===== config.mk =====
export PLATFORM = sky130hd
export DESIGN_NAME = descrambler
export DESIGN_NICKNAME = d
export VERILOG_FILES = /design/src/rtl/descrambler.sv
export SDC_FILE = /design/constraint.sdc
export NUM_CORES = 1
export LEC_CHECK = 0
export ABC_AREA = 1
export BUFFER_PORTS_ARGS = -buffer_cell sky130_fd_sc_hd__buf_2
export CAP_MARGIN = 5
export CORE_MARGIN = 2
export CORE_UTILIZATION = 55
export CTS_CLUSTER_DIAMETER = 150
export DETAILED_ROUTE_END_ITERATION = 8
export GPL_TIMING_DRIVEN = 0
export PLACE_DENSITY = 0.85
export SLEW_MARGIN = 20
export SYNTH_ARGS = -nofsm -noshare
export SYNTH_HDL_FRONTEND = slang
export SYNTH_SLANG_ARGS = --single-unit

===== constraint.sdc =====
create_clock -name clk_i -period 3.2 [get_ports clk_i]
set_input_delay 0.32 -clock clk_i [delete_from_list [all_inputs] [get_ports clk_i]]
set_output_delay 0.32 -clock clk_i [all_outputs]
set_load 0.01 [all_outputs]

===== src/rtl/descrambler.sv =====
// Per-lane PCIe Gen1/Gen2 receive descrambler: x^16+x^5+x^4+x^3+1 Galois LFSR,
// re-seeded on COM and held on SKP, one valid/ready register stage.
module descrambler #(
    parameter int          DATA_WIDTH = 8,
    parameter logic [15:0] LFSR_SEED  = 16'hFFFF,
    parameter logic [7:0]  COM_SYM    = 8'hBC,
    parameter logic [7:0]  SKP_SYM    = 8'h1C
) (
    input  logic                  clk_i,
    input  logic                  rst_i,
    input  logic [DATA_WIDTH-1:0] data_i,
    input  logic                  data_k_i,
    input  logic                  data_valid_i,
    output logic                  data_ready_o,
    input  logic                  descramble_disable_i,
    output logic [DATA_WIDTH-1:0] data_o,
    output logic                  data_k_o,
    output logic                  data_valid_o,
    input  logic                  data_ready_i,
    output logic                  locked_o
);

    typedef enum logic {
        WAIT_COM,
        LOCKED
    } state_t;

    state_t                state_q, state_d;
    logic [15:0]           lfsr_q, lfsr_d, lfsr_adv;
    logic [DATA_WIDTH-1:0] key;
    logic [DATA_WIDTH-1:0] data_d;
    logic                  accept, is_com, is_skp, apply_key;

    assign data_ready_o = !data_valid_o || data_ready_i;
    assign accept       = data_valid_i && data_ready_o;
    assign is_com       = data_k_i && (data_i == COM_SYM);
    assign is_skp       = data_k_i && (data_i == SKP_SYM);

    // Key byte bit i is the MSB shifted out on step i of the 8-step advance.
    always_comb begin
        lfsr_adv = lfsr_q;
        key      = '0;
        for (int unsigned i = 0; i < DATA_WIDTH; i++) begin
            key[i]   = lfsr_adv[15];
            lfsr_adv = {lfsr_adv[14:0], 1'b0} ^ (lfsr_adv[15] ? 16'h0039 : 16'h0000);
        end
    end

    always_comb begin
        lfsr_d = lfsr_q;
        if (accept) begin
            if (is_com)
                lfsr_d = LFSR_SEED;
            else if (!is_skp)
                lfsr_d = lfsr_adv;
        end
    end

    assign apply_key = !data_k_i && (state_q == LOCKED) && !descramble_disable_i;
    assign data_d    = data_i ^ (apply_key ? key : '0);

    // State register
    always_ff @(posedge clk_i or posedge rst_i) begin
        if (rst_i) begin
            state_q <= WAIT_COM;
            lfsr_q  <= LFSR_SEED;
        end else begin
            state_q <= state_d;
            lfsr_q  <= lfsr_d;
        end
    end

    // Next-state logic: the only transition is the first accepted COM.
    always_comb begin
        state_d = state_q;
        if (accept && is_com)
            state_d = LOCKED;
    end

    // Output logic
    always_comb begin
        locked_o = (state_q == LOCKED);
    end

    always_ff @(posedge clk_i or posedge rst_i) begin
        if (rst_i) begin
            data_o       <= '0;
            data_k_o     <= 1'b0;
            data_valid_o <= 1'b0;
        end else if (accept) begin
            data_o       <= data_d;
            data_k_o     <= data_k_i;
            data_valid_o <= 1'b1;
        end else if (data_ready_i) begin
            data_valid_o <= 1'b0;
        end
    end

endmodule


==> flow_summary.yaml, run 1 <==
place:
  io_buffers: 25
  hpwl_mm: 2.75
  gp_congestion: 0.875
  dpl-instance-area_um2: 1920
setup_path:
  cp_max_fo: 8
  crit-reg2reg-launch: "lfsr_q[14]"
  reg2regPathDepth: 9
  rrSetupSlack_ps: 1760
  crit_required_ps: 3490
  worst_setup_path_end_kind: "register"
  startpoint_type: "register"
  r2r_end: "lfsr_q[10]"
  crit_type: "reg2reg"
  worstPathArrival_ps: 1730
floorplanning:
  io_pins: 26
  core_um2: 3030
  die_h_um: 60.2
  die-width_um: 60.2
  start_util: 0.574
  fp.dieArea_um2: 3630
  rows: 20
synthesis:
  avgSynthCellArea_um2: 7.25
  synth_edf_count: 0
  synthArstFlopShare: 1.00
  mappedNetlistArea_um2: 1740
  synth_top_cell_area_share: 0.242
  synth_top_flop_cell: "dfstp_2"
  yosys-top-cells-area: "dfstp_2, nand2_1, dfrtp_1"
  ys_ff_latch: 27
  yosysMostFrequentCell: "nand2_1"
  synth_common_cells: "nand2_1, inv_1, nand3_1"
  yosys_warnings: 0
  ys_seq_area_frac: 0.400
  synth_nets: 254
  synth_cells: 240
  synth_top_area_cell: "dfstp_2"
  synth.distinct_cells: 22
route:
  wl_per_cell_um: 12.1
  first_pass_iters: 4
  drtIter0Drc: 72
  via_per_inst: 4.95
  via_count: 1549
  drtAntennaViolNets: 0
  drc_errors: 0
  drt_wl_total_mm: 3.79
power:
  vdd_drop_max_v: 0.000441
  power.density_nw_per_um2: 802
  leakage_nw: 1.08
layout:
  drive_gt1_frac: 0.264
  diodes: 0
  postLayoutCellArea_um2: 1950
  multi_input_area_um2: 876
  fin_nets: 284
  fill_cells: 261
  register_area_um2: 696
  area_delta_synth_final_pct: 12.1
timing:
  rsz0062_at_grt: "no"
  period_share: 0.450
  finalHoldViolCount: 2
  setup_viol_count_final: 0
  worst_slew_margin_rel: 0.626
  clock_skew_ps: 13.4
  drv_slew: 0
  fin_hold_ws_ps: -3.90
  period_needed_ps: 1440
  fmax_ghz: 0.694
  worst_pin_slew_ps: 559
  setup_tns_ps: 0
grt:
  grt_overflow: 0
  grt_max_degree: 28
  grt_pass1_vias: 1398
  grt_pass1_wl_mm: 6.33
  track_usage: 0.233
  antenna_found_initial: 0
clock_tree:
  cts_resized: 0
  cts_hold_buf: 0
  htreeDepth: 1
  cts.sinks: 27
  clock_latency_ps: 340
  cts_tree: "yes"
  cts_max_path_buffers: 2
  cts_root_buf: "clkbuf_4"
  cts_setup_buffers: 0
  cts_buffers: 3
  clk_pin_slew_ps: 160
flow_run:
  cap_viol_max_count: 0
run_status:
  outcome: "complete, but fails checks"
  violations: "negative hold slack"
min_path:
  hp-class: "in2async"
## kinds of logic after synthesis
kind of cell	Yosys count	synth area share
simple gates	146	0.366
xor+xnor	20	0.101
compound gates	10	0.0367
flops	27	0.400
buf+inv	37	0.0964
## cell usage in the layout, fill, tap and decap left out
master	netlist	layout
dfrtp_1	11	11
o21bai_1	1	1
clkinvlp_4	0	1
o21ai_1	1	1
nand2_2	6	6
nand3_1	22	22
xor2_1	9	9
nor2_4	2	2
buf_4	1	1
buf_6	2	2
inv_2	2	3
nand2_1	108	108
dfstp_2	16	16
nor2_1	4	4
o21ai_0	7	7
inv_1	24	23
buf_2	8	33
xnor2_1	11	11
clkbuf_4	0	3
nand3_4	1	1
a21oi_4	1	1
nand2_4	1	1
nand3_2	1	1
nand3b_1	1	1
## power by group
| part | internal, mW | switching, mW |
|---|---|---|
| clock | 0.0480 | 0.109 |
| sequential | 0.515 | 0.0649 |
| combinational | 0.338 | 0.488 |
## worst max-delay path, cell delays in order, from the launching register on
cell and delay, ps:
dfstp_2 540, buf_2 220, inv_1 80, nand2_1 100, nand2_1 110, inv_1 70
nand2_1 50, nand3_1 80, nand2_1 70, nand2_1 70
## how the worst max path moves through the flow
| stage | from | endpoint | slack [ps] | cells after the start |
|---|---|---|---|---|
| global route | lfsr_q[14] | lfsr_q[10] | 1710 | 9 |
| floorplan | lfsr_q[14] | lfsr_q[11] | 2000 | 10 |
| global placement | data_i[0] | lfsr_q[14] | 1870 | 9 |
| finish | lfsr_q[14] | lfsr_q[10] | 1760 | 9 |
| CTS | lfsr_q[14] | lfsr_q[10] | 1770 | 9 |
| detailed placement | lfsr_q[14] | lfsr_q[10] | 1850 | 9 |
## sequential cells by signal, indices dropped and copies added (netlist names)
| name | flops |
|---|---|
| locked_o | 1 |
| data_o | 8 |
| lfsr_q | 16 |
| data_valid_o | 1 |
| data_k_o | 1 |
## final cells by class
| cell class | count | area share |
|---|---|---|
| multi-input combinational | 176 | 0.449 |
| sequential | 27 | 0.357 |
| timing repair buffer | 25 | 0.0642 |
| inverter | 26 | 0.0501 |
| buffer | 11 | 0.0359 |
| tap | 44 | 0.0282 |
| clock buffer | 3 | 0.0116 |
| clock inverter | 1 | 0.00385 |
## metal layers
metal,vias to the layer above,GRT usage,part of all wire
li1,783,-,-
met1,708,0.306,0.43
met2,49,0.394,0.49
met3,9,0.0238,0.055
met4,0,0.0857,0.020
met5,-,0,0
## through the flow
stage | util | cells | setup WS [ps] | total power, mW | hold WS, ps
floorplan | - | 240 | 2000 | 1.24 | 361
CTS | 0.644 | 313 | 1770 | 1.57 | 214
detailed placement | 0.634 | 309 | 1850 | 1.41 | 455
global route | 0.644 | 313 | 1710 | 1.71 | 48.0
finish | 0.644 | 313 | 1760 | 1.56 | -3.90
global placement | 0.634 | 309 | 1870 | 1.37 | 454
Note: power is estimated with default switching activity, not from simulation.
==> run 2, diff against run 1 <==
ABC_AREA = 0   (was 1)
CORE_UTILIZATION = 49   (was 55)
PLACE_DENSITY = 0.82   (was 0.85)
clock period = 1.2 ns   (was 3.2 ns; I/O delays follow)
==> flow_summary.yaml, run 2 <==
run_status:
  outcome: "complete, but fails checks"
  violations: "negative setup slack"
synthesis:
  avgSynthCellArea_um2: 10.8
  synth_common_cells: "nand2_1, dfstp_2, xor2_1"
  synth_nets: 148
  yosys_warnings: 0
  ys_ff_latch: 27
  synth_edf_count: 0
  synth_top_flop_cell: "dfstp_2"
  synth_top_area_cell: "dfstp_2"
  yosys-top-cells-area: "dfstp_2, dfrtp_1, xor2_1"
  synth.distinct_cells: 26
  yosysMostFrequentCell: "nand2_1"
  synthArstFlopShare: 1.00
  synth_cells: 134
  synth_top_cell_area_share: 0.292
  mappedNetlistArea_um2: 1440
  ys_seq_area_frac: 0.483
timing:
  clock_skew_ps: 17.6
  period_share: 1.07
  fmax_ghz: 0.781
  period_needed_ps: 1280
  layout_setup_ws_ps: -80.8
  drv_slew: 0
  worst_pin_slew_ps: 915
  finalHoldViolCount: 0
  setup_viol_count_final: 13
  fin_hold_ws_ps: 31.4
  rsz0062_at_grt: "yes"
  worst_slew_margin_rel: 0.387
floorplanning:
  core_um2: 2780
  fp.dieArea_um2: 3390
  die-width_um: 58.2
  io_pins: 26
  start_util: 0.518
  die_h_um: 58.2
  rows: 19
grt:
  grt_pass1_vias: 1164
  grt_max_degree: 28
  grt_overflow: 0
  grt_pass1_wl_mm: 5.16
  antenna_found_initial: 0
  track_usage: 0.204
route:
  drt_wl_total_mm: 3.10
  met2_length_mm: 1.51
  highest_layer: "met4"
  via_per_inst: 5.60
  wl_met3_um: 138
  first_pass_iters: 4
  wl_per_cell_um: 15.4
  met1_length_mm: 1.38
  drtAntennaViolNets: 0
  via_count: 1125
  drc_errors: 0
  drtIter0Drc: 20
setup_path:
  worst_setup_path_end_kind: "register"
  startpoint_type: "register"
  crit_required_ps: 1480
  worstPathArrival_ps: 1560
  crit_type: "reg2reg"
  cp_max_fo: 5
layout:
  fin_nets: 185
  drive_gt1_frac: 0.418
  largest_reg_flops: 16
  largest-register: "lfsr_q"
  final_common_cell: "buf_2"
  reg_top3: "lfsr_q x16, data_o x8"
  diodes: 0
  final_cell_mix: "buf_2, nand2_1, dfstp_2"
  final_util: 0.637
  area_delta_synth_final_pct: 22.9
power:
  vdd_drop_max_v: 0.00157
  power.density_nw_per_um2: 2270
  leakage_nw: 0.742
min_path:
  hp-class: "in2reg"
place:
  place_ws_ps: -326
  io_buffers: 25
  hpwl_mm: 2.10
  gp_congestion: 0.849
clock_tree:
  cts_buffers: 3
  cts_max_path_buffers: 2
  clock_latency_ps: 340
  clk_pin_slew_ps: 150
  cts_root_buf: "clkbuf_4"
  cts_tree: "yes"
  cts.sinks: 27
  htreeDepth: 1
flow_run:
  cap_viol_max_count: 0
## run 2: timing repair
item                                   CTS  global route
pin swaps                                2             1
resized for setup                        9             2
cloned                                   1             0
hold buffers                             0             1
setup endpoints to repair               22            25
endpoints found under the hold margin    0            11
buffers inserted                         8             5
## run 2: worst max-delay path, stage by stage (launching register included)
cell and delay, ps:
dfrtp_1 430, nand2b_4 90, and2_4 160, o41a_1 250
buf_6 150, o22a_1 140
## run 2: per-layer routing
| metal | vias to the layer above | GRT usage |
|---|---|---|
| met5 | - | 0 |
| met4 | 0 | 0.113 |
| met3 | 6 | 0.0201 |
| met2 | 35 | 0.347 |
| met1 | 555 | 0.252 |
| li1 | 529 | - |
## run 2: through the flow
| step | cell area [um^2] | instances | setup TNS (ps) | total power, mW |
|---|---|---|---|---|
| after floorplan | 1460 | 134 | -1410 | 3.04 |
| after global placement | 1620 | 190 | -3540 | 3.34 |
| after detailed placement | 1620 | 190 | -4920 | 3.41 |
| after CTS | 1710 | 196 | -562 | 3.90 |
| after global routing | 1770 | 201 | -2010 | 4.27 |
| final | 1770 | 201 | -701 | 4.02 |
## run 2: where the power goes
part	switching, mW	leakage (nW)	total [mW]	internal (mW)
sequential	0.437	0.299	1.86	1.43
clock	0.278	0.0177	0.403	0.125
combinational	0.738	0.425	1.76	1.02
total	1.45	0.742	4.02	2.57
## run 2: cell families (layout without fill, tap and decap cells)
logic type,after synthesis,after routing,synth area share
DFF,27,27,0.483
xor gates and xnor gates,28,28,0.170
and+or+nand+nor,30,30,0.120
AOI/OAI and AO/OA,36,36,0.186
buffers and inverters,13,49,0.0417
## run 2: final timing paths
kind	from	endpoint	slack [ps]	depth (start not counted)
max	data_valid_o	lfsr_q[4]	-80	5
min	data_k_i	data_k_o	30	3
max reg2reg	data_valid_o	lfsr_q[4]	-80	5
min reg2reg	data_o[4]	data_o[4]	490	2
max in group asynchronous	rst_i	data_o[1]	380	3
min in group asynchronous	rst_i	locked_o	390	3
## run 2: cell type report
class                      instances  area, um^2
buffer                             3        26.3
clock buffer                       3        22.5
clock inverter                     1        5.00
fill                             243        1010
inverter                           3        11.3
multi-input combinational         94         736
sequential                        27         696
tap                               31        38.8
timing repair buffer              39         236
